## src/rtl/uc_seq_if.sv

```systemverilog
// ---------------------------------------------------------------------------
// uc_seq_if
// Control bus between the uc_seq control unit and the single-cycle datapath.
//   Opcode  [5:0]  datapath -> control : instr[15:10]
//   z              datapath -> control : registered zero flag
//   s_inc          control -> datapath : PC mux select (0 = PC+1, 1 = jump target)
//   s_inm          control -> datapath : immediate operand / WA3 as read addr 2
//   we3            control -> datapath : register file write enable
//   wez            control -> datapath : zero flag write enable
//   Op     [2:0]   control -> datapath : ALU operation
//   pc_en          control -> datapath : PC register load enable
// Modports: master = control unit, slave = datapath.
// ---------------------------------------------------------------------------
interface uc_seq_if;
  logic [5:0] Opcode;
  logic       z;
  logic       s_inc;
  logic       s_inm;
  logic       we3;
  logic       wez;
  logic [2:0] Op;
  logic       pc_en;

  modport master (
    input  Opcode, z,
    output s_inc, s_inm, we3, wez, Op, pc_en
  );

  modport slave (
    output Opcode, z,
    input  s_inc, s_inm, we3, wez, Op, pc_en
  );
endinterface

```

## src/rtl/uc_seq.sv

```systemverilog
// ---------------------------------------------------------------------------
// uc_seq
// Control unit plus run/step/halt sequencer for the single-cycle
// microcontroller datapath. Decodes Opcode/z into datapath controls during
// execute cycles, sequences BOOT / RUN / PAUSED / STEP / HALTED, and keeps a
// saturating retired-instruction counter.
//
// Parameters
//   CNT_W    width of the retired-instruction counter (default 16)
// Ports
//   clk      in   system clock, rising edge
//   reset    in   asynchronous, active-low reset
//   dp       uc_seq_if.master : Opcode/z in, s_inc/s_inm/we3/wez/Op/pc_en out
//   run      in   level: 1 = free-run, 0 = pause
//   step     in   pulse: execute one instruction while paused
//   resume   in   pulse: leave HALTED
//   halted   out  1 while in HALTED
//   paused   out  1 while in PAUSED
//   illegal  out  undefined Opcode decoded (held while trapped, see below)
//   icount   out  retired instructions, saturating
// Build option
//   UC_ILLEGAL_TRAP_EN : when defined, an undefined Opcode halts the sequencer
//   with the PC held, illegal stays high until resume/reset and the
//   instruction is not counted. When undefined, it runs as a counted NOP and
//   illegal pulses for that cycle only.
// ---------------------------------------------------------------------------
module uc_seq #(
  parameter int CNT_W = 16
) (
  input  logic             clk,
  input  logic             reset,
  uc_seq_if.master         dp,
  input  logic             run,
  input  logic             step,
  input  logic             resume,
  output logic             halted,
  output logic             paused,
  output logic             illegal,
  output logic [CNT_W-1:0] icount
);

  typedef enum logic [2:0] {
    S_BOOT   = 3'd0,
    S_RUN    = 3'd1,
    S_PAUSED = 3'd2,
    S_STEP   = 3'd3,
    S_HALTED = 3'd4
  } state_t;

  state_t           state_reg, state_next;
  logic [CNT_W-1:0] icount_reg, icount_next;

  // Opcode classification
  logic is_alu, is_nop, is_li, is_addi, is_j, is_jz, is_jnz, is_halt, is_undef;
  logic exec;
  logic trap_hit;

  always_comb begin
    is_alu   = dp.Opcode[5];
    is_nop   = (dp.Opcode == 6'b000000);
    is_li    = (dp.Opcode == 6'b000001);
    is_addi  = (dp.Opcode == 6'b000010);
    is_j     = (dp.Opcode == 6'b001000);
    is_jz    = (dp.Opcode == 6'b001001);
    is_jnz   = (dp.Opcode == 6'b001010);
    is_halt  = (dp.Opcode == 6'b001111);
    is_undef = ~(is_alu | is_nop | is_li | is_addi | is_j | is_jz | is_jnz | is_halt);
  end

  // Only RUN and STEP cycles actually execute the instruction on the bus.
  assign exec = (state_reg == S_RUN) || (state_reg == S_STEP);

`ifdef UC_ILLEGAL_TRAP_EN
  logic trap_reg, trap_next;

  assign trap_hit = exec & is_undef;

  // Remembers that HALTED was entered through an illegal opcode so the
  // illegal flag can be held until the operator resumes.
  always_comb begin
    trap_next = trap_reg;
    if (trap_hit) begin
      trap_next = 1'b1;
    end else if ((state_reg == S_HALTED) && resume) begin
      trap_next = 1'b0;
    end
  end

  always_ff @(posedge clk or negedge reset) begin
    if (!reset) begin
      trap_reg <= 1'b0;
    end else begin
      trap_reg <= trap_next;
    end
  end
`else
  assign trap_hit = 1'b0;
`endif

  // State register
  always_ff @(posedge clk or negedge reset) begin
    if (!reset) begin
      state_reg <= S_BOOT;
    end else begin
      state_reg <= state_next;
    end
  end

  // Next-state logic
  always_comb begin
    state_next = state_reg;
    case (state_reg)
      S_BOOT: begin
        state_next = run ? S_RUN : S_PAUSED;
      end
      S_RUN: begin
        if (is_halt || trap_hit) begin
          state_next = S_HALTED;
        end else if (!run) begin
          state_next = S_PAUSED;
        end
      end
      S_PAUSED: begin
        // run has priority over a simultaneous step
        if (run) begin
          state_next = S_RUN;
        end else if (step) begin
          state_next = S_STEP;
        end
      end
      S_STEP: begin
        state_next = (is_halt || trap_hit) ? S_HALTED : S_PAUSED;
      end
      S_HALTED: begin
        if (resume) begin
          state_next = run ? S_RUN : S_PAUSED;
        end
      end
      default: begin
        state_next = S_BOOT;
      end
    endcase
  end

  // Output logic: decode is only meaningful while executing.
  always_comb begin
    dp.s_inc = 1'b0;
    dp.s_inm = 1'b0;
    dp.we3   = 1'b0;
    dp.wez   = 1'b0;
    dp.Op    = 3'b000;
    dp.pc_en = 1'b0;
    halted   = (state_reg == S_HALTED);
    paused   = (state_reg == S_PAUSED);
    illegal  = 1'b0;

    if (exec) begin
      // HALT and a trapping illegal keep the PC on the offending word.
      dp.pc_en = ~is_halt & ~trap_hit;
      illegal  = is_undef;
      if (is_alu) begin
        dp.Op  = dp.Opcode[4:2];
        dp.we3 = 1'b1;
        dp.wez = 1'b1;
      end else if (is_li) begin
        dp.s_inm = 1'b1;
        dp.we3   = 1'b1;
      end else if (is_addi) begin
        dp.s_inm = 1'b1;
        dp.Op    = 3'b010;
        dp.we3   = 1'b1;
        dp.wez   = 1'b1;
      end else if (is_j) begin
        dp.s_inc = 1'b1;
      end else if (is_jz) begin
        dp.s_inc = dp.z;
      end else if (is_jnz) begin
        dp.s_inc = ~dp.z;
      end
    end else if ((state_reg == S_HALTED) && resume) begin
      // Resume steps the PC off the HALT word with a plain increment.
      dp.pc_en = 1'b1;
    end

`ifdef UC_ILLEGAL_TRAP_EN
    if (trap_reg) begin
      illegal = 1'b1;
    end
`endif
  end

  // Retired-instruction counter: HALT does not retire, neither does a
  // trapping illegal opcode.
  always_comb begin
    icount_next = icount_reg;
    if (exec && !is_halt && !trap_hit && (icount_reg != {CNT_W{1'b1}})) begin
      icount_next = icount_reg + CNT_W'(1);
    end
  end

  always_ff @(posedge clk or negedge reset) begin
    if (!reset) begin
      icount_reg <= '0;
    end else begin
      icount_reg <= icount_next;
    end
  end

  assign icount = icount_reg;

endmodule
```

## src/flat_wrapper.sv

```systemverilog
// flat-port wrapper written by rule: the top's interface ports become plain ports
module uc_seq_flat 
#(
  parameter int CNT_W = 16
)
  (clk, reset, run, step, resume, halted, paused, illegal, icount, dp_Opcode, dp_z, dp_s_inc, dp_s_inm, dp_we3, dp_wez, dp_Op, dp_pc_en);
  uc_seq_if dp_i ();
  input  logic clk;
  input  logic reset;
  input  logic run;
  input  logic step;
  input  logic resume;
  output logic halted;
  output logic paused;
  output logic illegal;
  output logic [CNT_W-1:0] icount;
  input wire logic [$bits(dp_i.Opcode)-1:0] dp_Opcode;
  input wire logic [$bits(dp_i.z)-1:0] dp_z;
  output wire logic [$bits(dp_i.s_inc)-1:0] dp_s_inc;
  output wire logic [$bits(dp_i.s_inm)-1:0] dp_s_inm;
  output wire logic [$bits(dp_i.we3)-1:0] dp_we3;
  output wire logic [$bits(dp_i.wez)-1:0] dp_wez;
  output wire logic [$bits(dp_i.Op)-1:0] dp_Op;
  output wire logic [$bits(dp_i.pc_en)-1:0] dp_pc_en;
  assign dp_i.Opcode = dp_Opcode;
  assign dp_i.z = dp_z;
  assign dp_s_inc = dp_i.s_inc;
  assign dp_s_inm = dp_i.s_inm;
  assign dp_we3 = dp_i.we3;
  assign dp_wez = dp_i.wez;
  assign dp_Op = dp_i.Op;
  assign dp_pc_en = dp_i.pc_en;
  uc_seq #(.CNT_W(CNT_W)) u_core (.clk(clk), .reset(reset), .dp(dp_i), .run(run), .step(step), .resume(resume), .halted(halted), .paused(paused), .illegal(illegal), .icount(icount));
endmodule
```

## config.mk

```make
export PLATFORM = sky130hd
export DESIGN_NAME = uc_seq_flat
export DESIGN_NICKNAME = d
export VERILOG_FILES = /design/src/rtl/uc_seq_if.sv /design/src/rtl/uc_seq.sv /design/src/flat_wrapper.sv
export SDC_FILE = /design/constraint.sdc
export NUM_CORES = 1
export LEC_CHECK = 0
export CAP_MARGIN = 15
export CORE_MARGIN = 2
export CORE_UTILIZATION = 40
export DETAILED_ROUTE_END_ITERATION = 10
export GPL_TIMING_DRIVEN = 1
export PLACE_DENSITY = 0.73
export REMOVE_ABC_BUFFERS = 1
export SYNTH_ARGS = -nofsm -noshare
export SYNTH_HDL_FRONTEND = slang
export SYNTH_SLANG_ARGS = --single-unit
```

## constraint.sdc

```tcl
create_clock -name clk -period 2.3 [get_ports clk]
set_input_delay 0.23 -clock clk [delete_from_list [all_inputs] [get_ports clk]]
set_output_delay 0.23 -clock clk [all_outputs]
set_load 0.01 [all_outputs]
```

==> results by group, run 1 <==
Run status
  • Status: complete, no violations

Clocking
  • Sink Count: 19
  • CTS tree: done
  • H-tree levels: 1
  • Latest clock arrival within the worst-skew pair: 0.29 ns
  • Worst-path clk slew: 0.10 ns
  • CTS Buf Count: 3
  • Clk buf depth: 2
  • Hold buffer count at cts: 0
  • Clk root buf: clkbuf_4

Layout
  • P&R area growth vs syn: 43.6%
  • Area of the multi-input gates: 572 sq um
  • Share of layout cells above drive strength 1: 0.148
  • Final net count: 169
  • Commonest cells after routing, fill and taps aside: 36 x clkdlybuf4s50_1, 19 x dfrtp_1, 10 x nand2_1, 9 x xnor2_1, 8 x nor2_1
  • Filler Cells Inserted: ~220
  • Most common cell after layout, fill and taps aside: clkdlybuf4s50_1
  • Max FFs per register: 16
  • Diode count: 0
  • Register Area: 475 sq um

Critical path
  • Worst Setup End Kind: output pin
  • Crit path arrival time: between 1.5 and 2 ns
  • Maximum fanout along the worst path: 3
  • CP Launch Type: input pin
  • CP Data Required Time: slightly above 2 ns
  • R2R cell count: 6
  • RR Startpoint: u_core.state_reg[2]
  • CP Launch Point: dp_Opcode[2]
  • Worst reg-to-reg setup slack: 0.45 ns
  • Setup Crit Path Kind: input pin to output pin
  • Crit path to: dp_s_inm
  • Reg2Reg Capture Point: u_core.icount[7]

Logic synthesis
  • Mapped cell area: 1070 sq um
  • Seq cells post-synth: 19
  • Synth warnings: 0
  • Yosys cell types: 31
  • Gate Count Post-Synth: 110
  • Yosys top cell area share: 0.444
  • Synth area leaders: dfrtp_1 44%, xnor2_1 7.4%, xor2_1 4.9%
  • Sequential fraction of the synthesis area: 0.444
  • Post-synth EDFFs: 0
  • Area leader, netlist: dfrtp_1
  • Syn_area_per_cell: between 9 and 10 sq um
  • Most used DFF post-synth: dfrtp_1
  • FFs w/ async S/R, synth: 1.00

Power
  • Worst VDD drop: 0.702 mV
  • Power density over cell area: 762 nW/um^2
  • Seq pwr share: 0.420
  • Total power: 1170 uW
  • Switch Pwr: between 400 and 500 uW
  • Gate power share: 0.441
  • Net Sw Frac: 0.348
  • LEAKAGE: 0.000656 uW
  • Clk network pwr share: 0.139
  • Int Power: around 760 uW

Timing
  • Setup Skew: 0.00550 ns
  • RSZ-0062 raised after global routing: no
  • Final max-slew violation count: 0
  • Worst-margin pin slew: 0.827 ns
  • Period Utilization, post-route: 0.942
  • Final setup viols: 0
  • Final total negative setup slack: 0 ns
  • Fin. Hold Viols: 0
  • Relative slew slack: 0.447
  • Minimum clock period after layout: 2.17 ns
  • FMAX: 461 MHz

Flow run
  • Max Cap Viol: 0

Detailed routing
  • Final ANT Viol Nets: 0
  • First-iteration detailed-routing DRC count: 13
  • M1 WL: 1080 microns
  • Drt wl/cell: 12.8 microns
  • Vias: about 1000
  • Avg Vias per Cell: 5.38
  • # DRC: 0
  • DR WL met3: around 170 microns
  • Detailed Route WL: 2370 microns
  • Met2 WL: 1110 microns
  • DRT Pass-1 Iters: 4
  • Highest Signal Layer: met4

Placed design
  • PortBufs: 38
  • GP Congestion: 0.946
  • Final HPWL DP: 1850 microns

Die
  • Core area: 2500 sq um
  • Die width: about 56 microns
  • Die Height: 55.7 microns
  • Initial Util: 0.428
  • Die area: 3110 sq um
  • Core Rows: 18
  • Number of top-level pins: 39

GRT
  • Global-route wire length before repair: ~4200 microns
  • GRT Overall Usage: 0.164
  • GRT overflow: 0
  • Vias in the first global route: 956
  • Largest net degree at the start of global routing: 20
  • Initial antenna violation count: 0

Min path
  • HP Class: input pin to async pin
[critical path, cell delays in order]
cell,delay (ns)
clkdlybuf4s50_1,0.43
or3_1,0.40
nor2_1,0.15
and3_2,0.19
clkdlybuf4s50_1,0.52
[worst min path at each step]
stage,start,endpoint,cells past startpoint
after global routing,reset,u_core.icount[10],1
final,reset,u_core.icount[15],1
after floorplan,reset,u_core.icount[0],0
after detailed placement,u_core.icount[15],u_core.icount[15],1
after global placement,u_core.icount[15],u_core.icount[15],1
after CTS,reset,u_core.icount[10],1
[stage by stage]
step,std cells,worst slack (ns),instance area (sq um),utilization,hold WS (ns)
CTS,185,0.129,1540,0.615,0.438
floorplan,109,0.743,1070,-,-0.0656
global route,185,0.0351,1540,0.615,0.474
finish,185,0.133,1540,0.615,0.403
global placement,181,0.0837,1510,0.606,0.483
detailed placement,181,-0.00636,1510,0.606,0.493
[kinds of logic after synthesis]
| logic type | Yosys count | synth area share |
|---|---|---|
| and+or+nand+nor | 53 | 0.284 |
| DFF | 19 | 0.444 |
| AOI/OAI and AO/OA | 15 | 0.105 |
| xor gates and xnor gates | 15 | 0.123 |
| buffers and inverters | 6 | 0.0222 |
| muxes | 1 | 0.0105 |
| adders and majority gates | 1 | 0.0117 |
[cell usage after synthesis (2+ instances only)]
library cell and count:
dfrtp_1 19, nand2_1 10, xnor2_1 9, nor2_1 8
nand3_1 7, a21oi_1 6, nand4_1 6, xor2_1 6
inv_1 5, and3_2 4, and3_1 3, nor2_2 3
nor3_1 3, o21ai_0 3, nor2b_2 2
[timing repair]
action                                  4_1_cts  5_1_grt
gates resized for setup                       2        0
buffers inserted                              0        0
endpoints found under the setup margin        2        0
[cell type report]
class,count,share of cell area
timing repair buffer,42,0.265
tap,30,0.0244
inverter,5,0.0122
multi-input combinational,85,0.372
sequential,19,0.309
clock buffer,4,0.0171
[layer usage]
metal | GRT usage | vias to the layer above
met2 | 0.286 | 35
li1 | - | 487
met4 | 0.0314 | 0
met1 | 0.213 | 472
met5 | 0 | -
met3 | 0.0326 | 2
[power groups by stage]
stage	registers (uW)	logic [uW]	clock network, uW
2_1_floorplan	512	238	0
3_3_place_gp	494	516	0
3_5_place_dp	498	526	0
4_1_cts	491	524	169
5_1_grt	504	565	189
6_report	492	517	162
No activity file was read; power rests on OpenSTA's default activity.
==> inputs of run 2 (changes only) <==
--- a/config.mk
+++ b/config.mk
@@ -11,6 +11,7 @@
 export DETAILED_ROUTE_END_ITERATION = 10
 export GPL_TIMING_DRIVEN = 1
 export PLACE_DENSITY = 0.73
+export RECOVER_POWER = 100
 export REMOVE_ABC_BUFFERS = 1
 export SYNTH_ARGS = -nofsm -noshare
 export SYNTH_HDL_FRONTEND = slang
==> run 2 against run 1 <==
Effect of this change:
- core utilization down 0.80 points
- clock skew up 0.0019 ns
- worst hold slack better by 0.073 ns
- die area unchanged
- critical path depth unchanged
- sequential share of layout area up 0.41 points
- sequential cell count unchanged
- first-iteration DRC count unchanged
==> results by group, run 2 (same netlist as run 1, synthesis figures left out) <==
GRT
  • GRT Overall Usage: 0.164
  • Global-route wire length before repair: 4210 microns
  • GRT overflow: 0
  • Vias in the first global route: 956
  • Initial antenna violation count: 0
  • Largest net degree at the start of global routing: 20

Critical path
  • CP peak stage delay: 0.59 ns
  • CP Data Required Time: 2.07 ns
  • Worst Setup End Kind: output pin
  • CP Launch Type: input pin
  • CP Cell Sequence: clkdlybuf4s50_1 -> or3_1 -> nor2_1 -> and3_2 -> dlygate4sd3_1
  • RR Startpoint: u_core.state_reg[2]
  • Worst reg-to-reg setup slack: 0.39 ns
  • CP Launch Point: dp_Opcode[2]
  • Setup Crit Path Kind: input pin to output pin
  • CP delay by family, top: buffers and inverters
  • CP bufs+invs: 2
  • Slowest-stage cell, CP: dlygate4sd3_1
  • Maximum fanout along the worst path: 3
  • Crit path arrival time: approximately 2.0 ns

Run status
  • Status: complete, no violations

Timing
  • RSZ-0062 raised after global routing: no
  • Worst-margin pin slew: 0.852 ns
  • Minimum clock period after layout: 2.23 ns
  • Fin. Hold Viols: 0
  • Final setup viols: 0
  • FMAX: 449 MHz
  • Final max-slew violation count: 0
  • Setup Skew: 0.00745 ns
  • Period Utilization, post-route: 0.969
  • Relative slew slack: 0.430
  • Hold Slack: 0.477 ns

Clocking
  • CTS tree: done
  • CTS Buf Count: 3
  • Clk root buf: clkbuf_4
  • Hold buffer count at cts: 0
  • Clk buf depth: 2
  • H-tree levels: 1
  • Worst-path clk slew: about 0.1 ns
  • Sink Count: 19
  • Latest clock arrival within the worst-skew pair: 0.29 ns
  • Postcts setup bufs: 0

Layout
  • Max FFs per register: 16
  • Share of layout cells above drive strength 1: 0.116
  • Finished Core Util: 0.607
  • Most common cell after layout, fill and taps aside: dlygate4sd3_1
  • Commonest cells after routing, fill and taps aside: 24 x dlygate4sd3_1, 19 x dfrtp_1, 12 x clkdlybuf4s50_1, 10 x nand2_1
  • P&R area growth vs syn: 41.7%
  • Diode count: 0
  • Final net count: 169
  • Filler Cells Inserted: 221

Detailed routing
  • First-iteration detailed-routing DRC count: 13
  • Drt wl/cell: 12.8 microns
  • # DRC: 0
  • Detailed Route WL: between 2000 and 2500 microns
  • Vias: 990
  • DRT Pass-1 Iters: 4
  • Final ANT Viol Nets: 0
  • Avg Vias per Cell: 5.35

Placed design
  • PortBufs: 38
  • GP Congestion: 0.946
  • Final HPWL DP: 1850 microns

Flow run
  • Max Cap Viol: 0

Die
  • Die width: 55.7 microns
  • Core Rows: 18
  • Die area: approximately 3100 sq um
  • Number of top-level pins: 39
  • Core area: 2500 sq um
  • Die Height: roughly 56 microns
  • Initial Util: 0.428

Power
  • Worst VDD drop: 0.669 mV
  • Power density over cell area: 744 nW/um^2
  • LEAKAGE: between 0.0007 and 0.0008 uW

Min path
  • HP Class: input pin to async pin
-- run 2: changes by cell type in the layout (fill, tap and decap cells not counted), sizes merged --
cell | before | now
clkdlybuf4s50 | 36 | 12
dlygate4sd3 | 0 | 24
buf | 4 | 2
clkbuf | 4 | 6
-- run 2: repair_timing --
action                                 CTS  global route
setup endpoints to repair                2             0
resized for setup                        2             0
endpoints found under the hold margin    0             0
-- run 2: stage by stage --
| stage | instance area (sq um) | setup WS [ns] | instances | total power, uW | TNS [ns] |
|---|---|---|---|---|---|
| 4_1_cts | 1540 | 0.129 | 185 | 1180 | 0 |
| 2_1_floorplan | 1070 | 0.743 | 109 | 749 | 0 |
| 3_5_place_dp | 1510 | -0.00636 | 181 | 1020 | -0.00636 |
| 5_1_grt | 1520 | 0.0338 | 185 | 1220 | 0 |
| 6_report | 1520 | 0.0708 | 185 | 1130 | 0 |
| 3_3_place_gp | 1510 | 0.0837 | 181 | 1010 | 0 |
-- run 2: final cells by class --
| class | count | area [sq um] | share of cell area |
|---|---|---|---|
| sequential | 19 | 475 | 0.313 |
| tap | 30 | 37.5 | 0.0247 |
| clock buffer | 4 | 26.3 | 0.0173 |
| inverter | 5 | 18.8 | 0.0124 |
| multi-input combinational | 85 | 556 | 0.366 |
| timing repair buffer | 42 | 404 | 0.266 |
-- run 2: worst register-to-register path, stage by stage, from the launching register on --
cell	delay (ns)
dfrtp_1	0.44
and2b_2	0.30
o41ai_4	0.10
clkbuf_1	0.16
or3_1	0.52
nor2b_1	0.18
xor2_1	0.15
-- run 2: path summary, 6_finish.rpt --
check                               endpoint  cells after the start
max                                 dp_s_inm                      5
min                        u_core.icount[10]                      1
max reg2reg                u_core.icount[14]                      6
min reg2reg                u_core.icount[15]                      1
max in group asynchronous   u_core.icount[3]                      1
min in group clk           u_core.icount[15]                      1
-- run 2: power breakdown --
part	internal [uW]	switching [uW]	leakage, uW
combinational	258	218	0.000448
sequential	403	86.6	0.000249
clock	67.5	95.4	0.0000150
-- run 2: layer usage --
metal | routed length [microns] | track usage
met1 | 1090 | 0.213
met2 | 1110 | 0.286
met4 | 17 | 0.0314
met5 | 0 | 0
met3 | 157 | 0.0326
==> inputs of run 3 (changes only) <==
--- a/config.mk
+++ b/config.mk
@@ -8,8 +8,10 @@
 export CAP_MARGIN = 15
 export CORE_MARGIN = 2
 export CORE_UTILIZATION = 40
+export CTS_CLUSTER_DIAMETER = 100
 export DETAILED_ROUTE_END_ITERATION = 10
 export GPL_TIMING_DRIVEN = 1
+export HOLD_SLACK_MARGIN = 0.12
 export PLACE_DENSITY = 0.73
 export RECOVER_POWER = 100
 export REMOVE_ABC_BUFFERS = 1
==> results of run 3 <==
The final DEF is identical to that of run 2; final timing and power are the same.
